File: src/rtl/muldiv_pkg.sv
// Shared encodings and helpers for the iterative multiply/divide unit.
package muldiv_pkg;

  localparam int XLEN      = 32;
  localparam int ITER_BITS = 5;
  localparam logic [ITER_BITS-1:0] LAST_ITER = 5'd31;

  // Operation encodings as presented on the op port.
  typedef enum logic [1:0] {
    OP_MULT  = 2'b00,
    OP_MULTU = 2'b01,
    OP_DIV   = 2'b10,
    OP_DIVU  = 2'b11
  } op_e;

  // Sequencer states.
  typedef enum logic [1:0] {
    ST_IDLE = 2'b00,
    ST_CALC = 2'b01,
    ST_FIX  = 2'b10
  } state_e;

  function automatic logic op_is_div(input op_e o);
    return (o == OP_DIV) || (o == OP_DIVU);
  endfunction

  function automatic logic op_is_signed(input op_e o);
    return (o == OP_MULT) || (o == OP_DIV);
  endfunction

  // Absolute value of a two's-complement operand when the op is signed.
  function automatic logic [XLEN-1:0] magnitude(input logic [XLEN-1:0] v,
                                                input logic is_signed);
    return (is_signed && v[XLEN-1]) ? ('0 - v) : v;
  endfunction

endpackage

File: src/rtl/muldiv_datapath.sv
// 64-bit accumulator plus one shift-add / restoring-subtract iteration.
// Multiply: low half starts as the multiplier and drains out while the
// product grows in from the top. Divide: low half starts as the dividend
// and fills with quotient bits; the high half is the partial remainder.
module muldiv_datapath
  import muldiv_pkg::*;
#(
  parameter int WIDTH = 32
) (
  input  logic               clk,
  input  logic               rst,
  input  logic               load,
  input  logic               step,
  input  logic               is_div,
  input  logic [WIDTH-1:0]   a_mag,
  input  logic [WIDTH-1:0]   b_mag,
  output logic [2*WIDTH-1:0] acc
);

  logic [2*WIDTH-1:0] acc_reg;
  logic [2*WIDTH-1:0] acc_next;
  logic [WIDTH-1:0]   opnd_reg;
  logic               is_div_reg;

  logic [WIDTH:0]     mul_sum;
  logic [WIDTH:0]     rem_shift;
  logic [WIDTH+1:0]   rem_diff;
  logic               rem_ge;

  // One iteration; the remainder is kept one bit wider across the shift so
  // that 2*r+1 never loses its top bit before the compare.
  always_comb begin
    mul_sum   = {1'b0, acc_reg[2*WIDTH-1:WIDTH]} + (acc_reg[0] ? {1'b0, opnd_reg} : '0);
    rem_shift = acc_reg[2*WIDTH-1:WIDTH-1];
    rem_diff  = {1'b0, rem_shift} - {2'b00, opnd_reg};
    rem_ge    = ~rem_diff[WIDTH+1];
    acc_next  = acc_reg;
    if (is_div_reg) begin
      acc_next = {(rem_ge ? rem_diff[WIDTH-1:0] : rem_shift[WIDTH-1:0]),
                  acc_reg[WIDTH-2:0], rem_ge};
    end else begin
      acc_next = {mul_sum, acc_reg[WIDTH-1:1]};
    end
  end

  // Load operands on accept, then iterate once per step.
  always_ff @(posedge clk) begin
    if (rst) begin
      acc_reg    <= '0;
      opnd_reg   <= '0;
      is_div_reg <= 1'b0;
    end else if (load) begin
      is_div_reg <= is_div;
      acc_reg    <= is_div ? {{WIDTH{1'b0}}, a_mag} : {{WIDTH{1'b0}}, b_mag};
      opnd_reg   <= is_div ? b_mag : a_mag;
    end else if (step) begin
      acc_reg    <= acc_next;
    end
  end

  assign acc = acc_reg;

endmodule

File: src/rtl/muldiv_unit.sv
// Iterative HI/LO multiply/divide unit with fixed 34-cycle occupancy:
// accept edge, 32 iteration edges, one sign fix-up/writeback edge.
module muldiv_unit
  import muldiv_pkg::*;
#(
  parameter int WIDTH = 32
) (
  input  logic             clk,
  input  logic             rst,
  input  logic             start,
  input  logic [1:0]       op,
  input  logic [WIDTH-1:0] A,
  input  logic [WIDTH-1:0] B,
  input  logic [WIDTH-1:0] wdata,
  input  logic             mthi,
  input  logic             mtlo,
  output logic             busy,
  output logic             done,
  output logic [WIDTH-1:0] hi,
  output logic [WIDTH-1:0] lo
);

  state_e                state_reg;
  logic [ITER_BITS-1:0]  count_reg;
  logic                  busy_reg;
  logic                  done_reg;
  logic [WIDTH-1:0]      hi_reg;
  logic [WIDTH-1:0]      lo_reg;
  op_e                   op_reg;
  logic [WIDTH-1:0]      a_reg;
  logic                  neg_a_reg;
  logic                  neg_b_reg;
  logic                  b_zero_reg;

  op_e                   op_dec;
  logic                  dec_signed;
  logic                  dec_div;
  logic [WIDTH-1:0]      a_mag;
  logic [WIDTH-1:0]      b_mag;
  logic                  accept;
  logic [2*WIDTH-1:0]    acc;
  logic [WIDTH-1:0]      hi_next;
  logic [WIDTH-1:0]      lo_next;

  // Decode the incoming request and take operand magnitudes.
  always_comb begin
    op_dec     = op_e'(op);
    dec_signed = op_is_signed(op_dec);
    dec_div    = op_is_div(op_dec);
    a_mag      = magnitude(A, dec_signed);
    b_mag      = magnitude(B, dec_signed);
    accept     = (state_reg == ST_IDLE) && start;
  end

  muldiv_datapath #(
    .WIDTH (WIDTH)
  ) u_datapath (
    .clk    (clk),
    .rst    (rst),
    .load   (accept),
    .step   (state_reg == ST_CALC),
    .is_div (dec_div),
    .a_mag  (a_mag),
    .b_mag  (b_mag),
    .acc    (acc)
  );

  // Sign fix-up of the unsigned result. Sign flags are only set for signed
  // ops, so unsigned results pass straight through. A zero divisor returns
  // the raw dividend in hi, not its magnitude. The most-negative / -1 case
  // needs no special handling: negating 0x80000000 wraps back to itself.
  always_comb begin
    hi_next = acc[2*WIDTH-1:WIDTH];
    lo_next = acc[WIDTH-1:0];
    if (op_is_div(op_reg)) begin
      if (b_zero_reg) begin
        lo_next = '1;
        hi_next = a_reg;
      end else begin
        if (neg_a_reg ^ neg_b_reg) lo_next = '0 - acc[WIDTH-1:0];
        if (neg_a_reg)             hi_next = '0 - acc[2*WIDTH-1:WIDTH];
      end
    end else if (neg_a_reg ^ neg_b_reg) begin
      {hi_next, lo_next} = '0 - acc;
    end
  end

  // Sequencer, iteration counter and architectural HI/LO.
  always_ff @(posedge clk) begin
    if (rst) begin
      state_reg  <= ST_IDLE;
      count_reg  <= '0;
      busy_reg   <= 1'b0;
      done_reg   <= 1'b0;
      hi_reg     <= '0;
      lo_reg     <= '0;
      op_reg     <= OP_MULT;
      a_reg      <= '0;
      neg_a_reg  <= 1'b0;
      neg_b_reg  <= 1'b0;
      b_zero_reg <= 1'b0;
    end else begin
      done_reg <= 1'b0;
      case (state_reg)
        ST_IDLE: begin
          if (start) begin
            state_reg  <= ST_CALC;
            count_reg  <= '0;
            busy_reg   <= 1'b1;
            op_reg     <= op_dec;
            a_reg      <= A;
            neg_a_reg  <= dec_signed & A[WIDTH-1];
            neg_b_reg  <= dec_signed & B[WIDTH-1];
            b_zero_reg <= (B == '0);
          end else begin
            if (mthi) hi_reg <= wdata;
            if (mtlo) lo_reg <= wdata;
          end
        end
        ST_CALC: begin
          count_reg <= count_reg + 5'd1;
          if (count_reg == LAST_ITER) state_reg <= ST_FIX;
        end
        ST_FIX: begin
          hi_reg    <= hi_next;
          lo_reg    <= lo_next;
          done_reg  <= 1'b1;
          busy_reg  <= 1'b0;
          count_reg <= '0;
          state_reg <= ST_IDLE;
        end
        default: begin
          state_reg <= ST_IDLE;
          busy_reg  <= 1'b0;
        end
      endcase
    end
  end

  assign busy = busy_reg;
  assign done = done_reg;
  assign hi   = hi_reg;
  assign lo   = lo_reg;

endmodule

File: config.mk
export PLATFORM = sky130hd
export DESIGN_NAME = muldiv_unit
export DESIGN_NICKNAME = d
export VERILOG_FILES = /design/src/rtl/muldiv_pkg.sv /design/src/rtl/muldiv_datapath.sv /design/src/rtl/muldiv_unit.sv
export SDC_FILE = /design/constraint.sdc
export NUM_CORES = 1
export LEC_CHECK = 0
export ABC_AREA = 1
export BUFFER_PORTS_ARGS = -buffer_cell sky130_fd_sc_hd__buf_2
export CAP_MARGIN = 0
export CORE_MARGIN = 5
export CORE_UTILIZATION = 42
export CTS_CLUSTER_SIZE = 25
export DETAILED_ROUTE_END_ITERATION = 12
export GPL_TIMING_DRIVEN = 0
export PLACE_DENSITY_LB_ADDON = 0.05
export SETUP_SLACK_MARGIN = 0.02
export SLEW_MARGIN = 30
export SYNTH_ARGS = -nofsm -noshare
export SYNTH_HDL_FRONTEND = slang
export SYNTH_HIERARCHICAL = 1
export SYNTH_SLANG_ARGS = --single-unit
File: constraint.sdc
create_clock -name clk -period 3.05 [get_ports clk]
set_input_delay 0.61 -clock clk [delete_from_list [all_inputs] [get_ports clk]]
set_output_delay 0.61 -clock clk [all_outputs]
set_load 0.005 [all_outputs]
==> flow_summary.yaml <==
run_status:
  status: "finished, final reports clean"
synthesis:
  syn_avg_cell_area_um2: 5.636
  ys_ff_latch: 206
  async_flop_share_pct: 0
  ys_seq_area_share_pct: 20.55
  synth_ff_type: "dfxtp_1"
  netlist_instances: 3561
  syn_area_um2: 20070
  synth.distinct_cells: 54
  synth_nets: 3736
  synth_edf_count: 0
  yosysWarnings: 6
place:
  detailed_place_hpwl_um: 80960
  routabilityCongestion: 1.057
  io_buffers: 167
  placed_cells: 4343
clocking:
  cts_inserted_buffers: 25
  cts_max_path_buffers: 3
  cts-root-buf: "clkbuf_16"
  clock_latency_ps: 560
  h-tree-depth: 1
  cts_tree: "built"
  clock_sink_count: 206
  clk_pin_slew_worst_paths_ps: 60
timing:
  fin_crit_ps: 3046
  max_slew_margin_pct: 27.67
  hold_viol_final: 0
  rsz0062_at_grt: "no"
  skew_ps: 17.64
  maxSlewViolCount: 0
  setup_viol: 0
  fmax_mhz: 328.3
  period_share_pct: 99.88
  worstMarginPinSlew_ps: 1085
cells_and_area:
  multi_input_area_um2: 13390
  largest_reg_flops: 64
  mostFrequentLayoutCell: "nand2_1"
  final_cell_mix: "nand2_1, inv_1, nor2_1, o21ai_0, nand3_1"
  layoutNonFillerInstCount: 4388
  final_layout_size_suffix_gt1_share_pct: 9.435
  layout.nets: 3930
  final_core_util_pct: 47.59
  n_fill_cell: 5208
  antenna_cells: 0
  regArea_um2: 4133
  syn_to_final_growth_pct: 12.76
route:
  detail_route.wl_per_cell_um: 22.12
  vias_per_cell: 5.647
  drcViolationCount: 0
  vias: 24780
  dr.first_iter.drc_count: 2850
  ant_nets: 0
  drtPass1Iterations: 6
  wl_um: 97080
grt:
  grt_max_degree: 20
  grt_overflow: 0
  grt_pass1_wl_um: 141500
  antenna_found_initial: 1
  grt_pass1_vias: 22360
  gr-usage-all-layers_pct: 35.11
worst_setup_path:
  cp-end-kind: "flop"
  critPathMostFrequentCell: "clkbuf_1"
  cp_cell_sequence: "buf_2, clkinv_1, clkbuf_1, clkbuf_1, o21ai_0, nand3_1, a21oi_1"
  cp.arrival_ps: 3470
  crit_type: "flop to flop"
  crit_path_max_fanout: 10
  critPathSlowestCell: "clkbuf_1"
  slowest_delay_ps: 840
  required_ps: 3470
  critPathLaunchType: "flop"
floorplan:
  rows: 80
  start_util_pct: 42.21
  ioPinCount: 169
  core_area_um2: 47550
  die_h_um: 228.6
  die_area_um2: 52260
  die_x_um: 228.6
job:
  max-cap-violations: 0
power:
  peakVddDrop_mv: 0.5108
  power_density_nw_per_um2: 521.7
  leakagePower_nw: 11.70
min_path:
  min_path_type: "primary input to flop"
final cells by class:
cell class,instances,share of cell area (%)
plain buffers,145,2.781
clock buffers,36,3.124
repair buffers,168,3.727
flip-flops and latches,206,18.26
well taps,615,3.400
clock inverters,9,0.6856
inverters,533,8.841
multi-input cells,2676,59.18
cells by family after synthesis:
kind of cell,synth area share (%)
AO/OA/AOI/OAI,18.59
XOR/XNOR,3.928
adder cells (fa/ha/maj),4.564
buffers and inverters,13.02
flip-flops,20.55
AND/OR/NAND/NOR,39.35
power by group:
part | internal, mW | switching [mW] | total (mW)
combinational | 1.56 | 3.56 | 5.12
clock | 1.94 | 1.27 | 3.22
sequential | 2.94 | 0.534 | 3.47
stage by stage:
stage          cell area, µm²  TNS [ps]  power [mW]  setup WS [ps]  hold WS, ps
3_3_place_gp            21670    -49750       8.378          -1136        451.3
6_report                22630         0       11.81          3.736        355.6
5_1_grt                 22630         0       12.39          24.54        359.4
3_5_place_dp            21680    -36770       8.406         -817.3        466.3
4_1_cts                 22580         0       11.63          27.32        340.6
2_1_floorplan           20070         0       6.556          474.9        429.7
metal layers:
layer  up-vias  part of all wire [%]  GRT usage [%]
met5         -                0.0072              0
met4         2                   4.0          11.72
li1      11810                     -              -
met2      1254                    41          52.09
met1     11530                    44          50.76
met3       178                    11          7.180
cell usage after synthesis, types with 13 or more instances:
| master | number | area [µm²] |
|---|---|---|
| nor2_1 | 425 | 1595 |
| o211ai_1 | 47 | 352.8 |
| clkbuf_1 | 108 | 405.4 |
| inv_1 | 522 | 1959 |
| nor2_2 | 21 | 131.4 |
| or2_2 | 14 | 87.58 |
| a21oi_1 | 247 | 1236 |
| xnor2_1 | 31 | 271.5 |
| nand3_1 | 269 | 1346 |
| nor3_1 | 29 | 145.1 |
| buf_2 | 21 | 105.1 |
| nand4_1 | 33 | 206.5 |
| nand3b_1 | 29 | 217.7 |
| dfxtp_1 | 206 | 4124 |
| nand2_1 | 953 | 3577 |
| o221ai_1 | 22 | 192.7 |
| a31oi_1 | 14 | 87.58 |
| o21ai_0 | 294 | 1471 |
| nand2_2 | 20 | 125.1 |
| o21ai_1 | 13 | 65.06 |
| ha_1 | 70 | 875.8 |
| xor2_1 | 59 | 516.8 |
critical path, delay by kind of cell, from the launching register on:
family	cells	cell delay (ps)
compound gates	2	500
buf+inv	4	1840
flops	1	290
simple gates	1	270
worst paths after layout:
| path | slack [ps] | cells past startpoint | endpoint | from |
|---|---|---|---|---|
| max | 4 | 7 | u_datapath/acc[41] | u_datapath/is_div_reg |
| min reg2reg | 470 | 2 | busy | busy |
| max reg2reg | 4 | 7 | u_datapath/acc[41] | u_datapath/is_div_reg |
| min | 360 | 3 | lo[0] | wdata[0] |
timing repair:
item                                    4_1_cts  5_1_grt
gates cloned                                  0        0
endpoints found under the hold margin         0        0
setup buffers                                 0        1
resized for setup                            12       20
endpoints found under the setup margin       76       21
hold buffers                                  0        0
pin swaps                                     0        0
No activity file was read; power rests on OpenSTA's default activity.
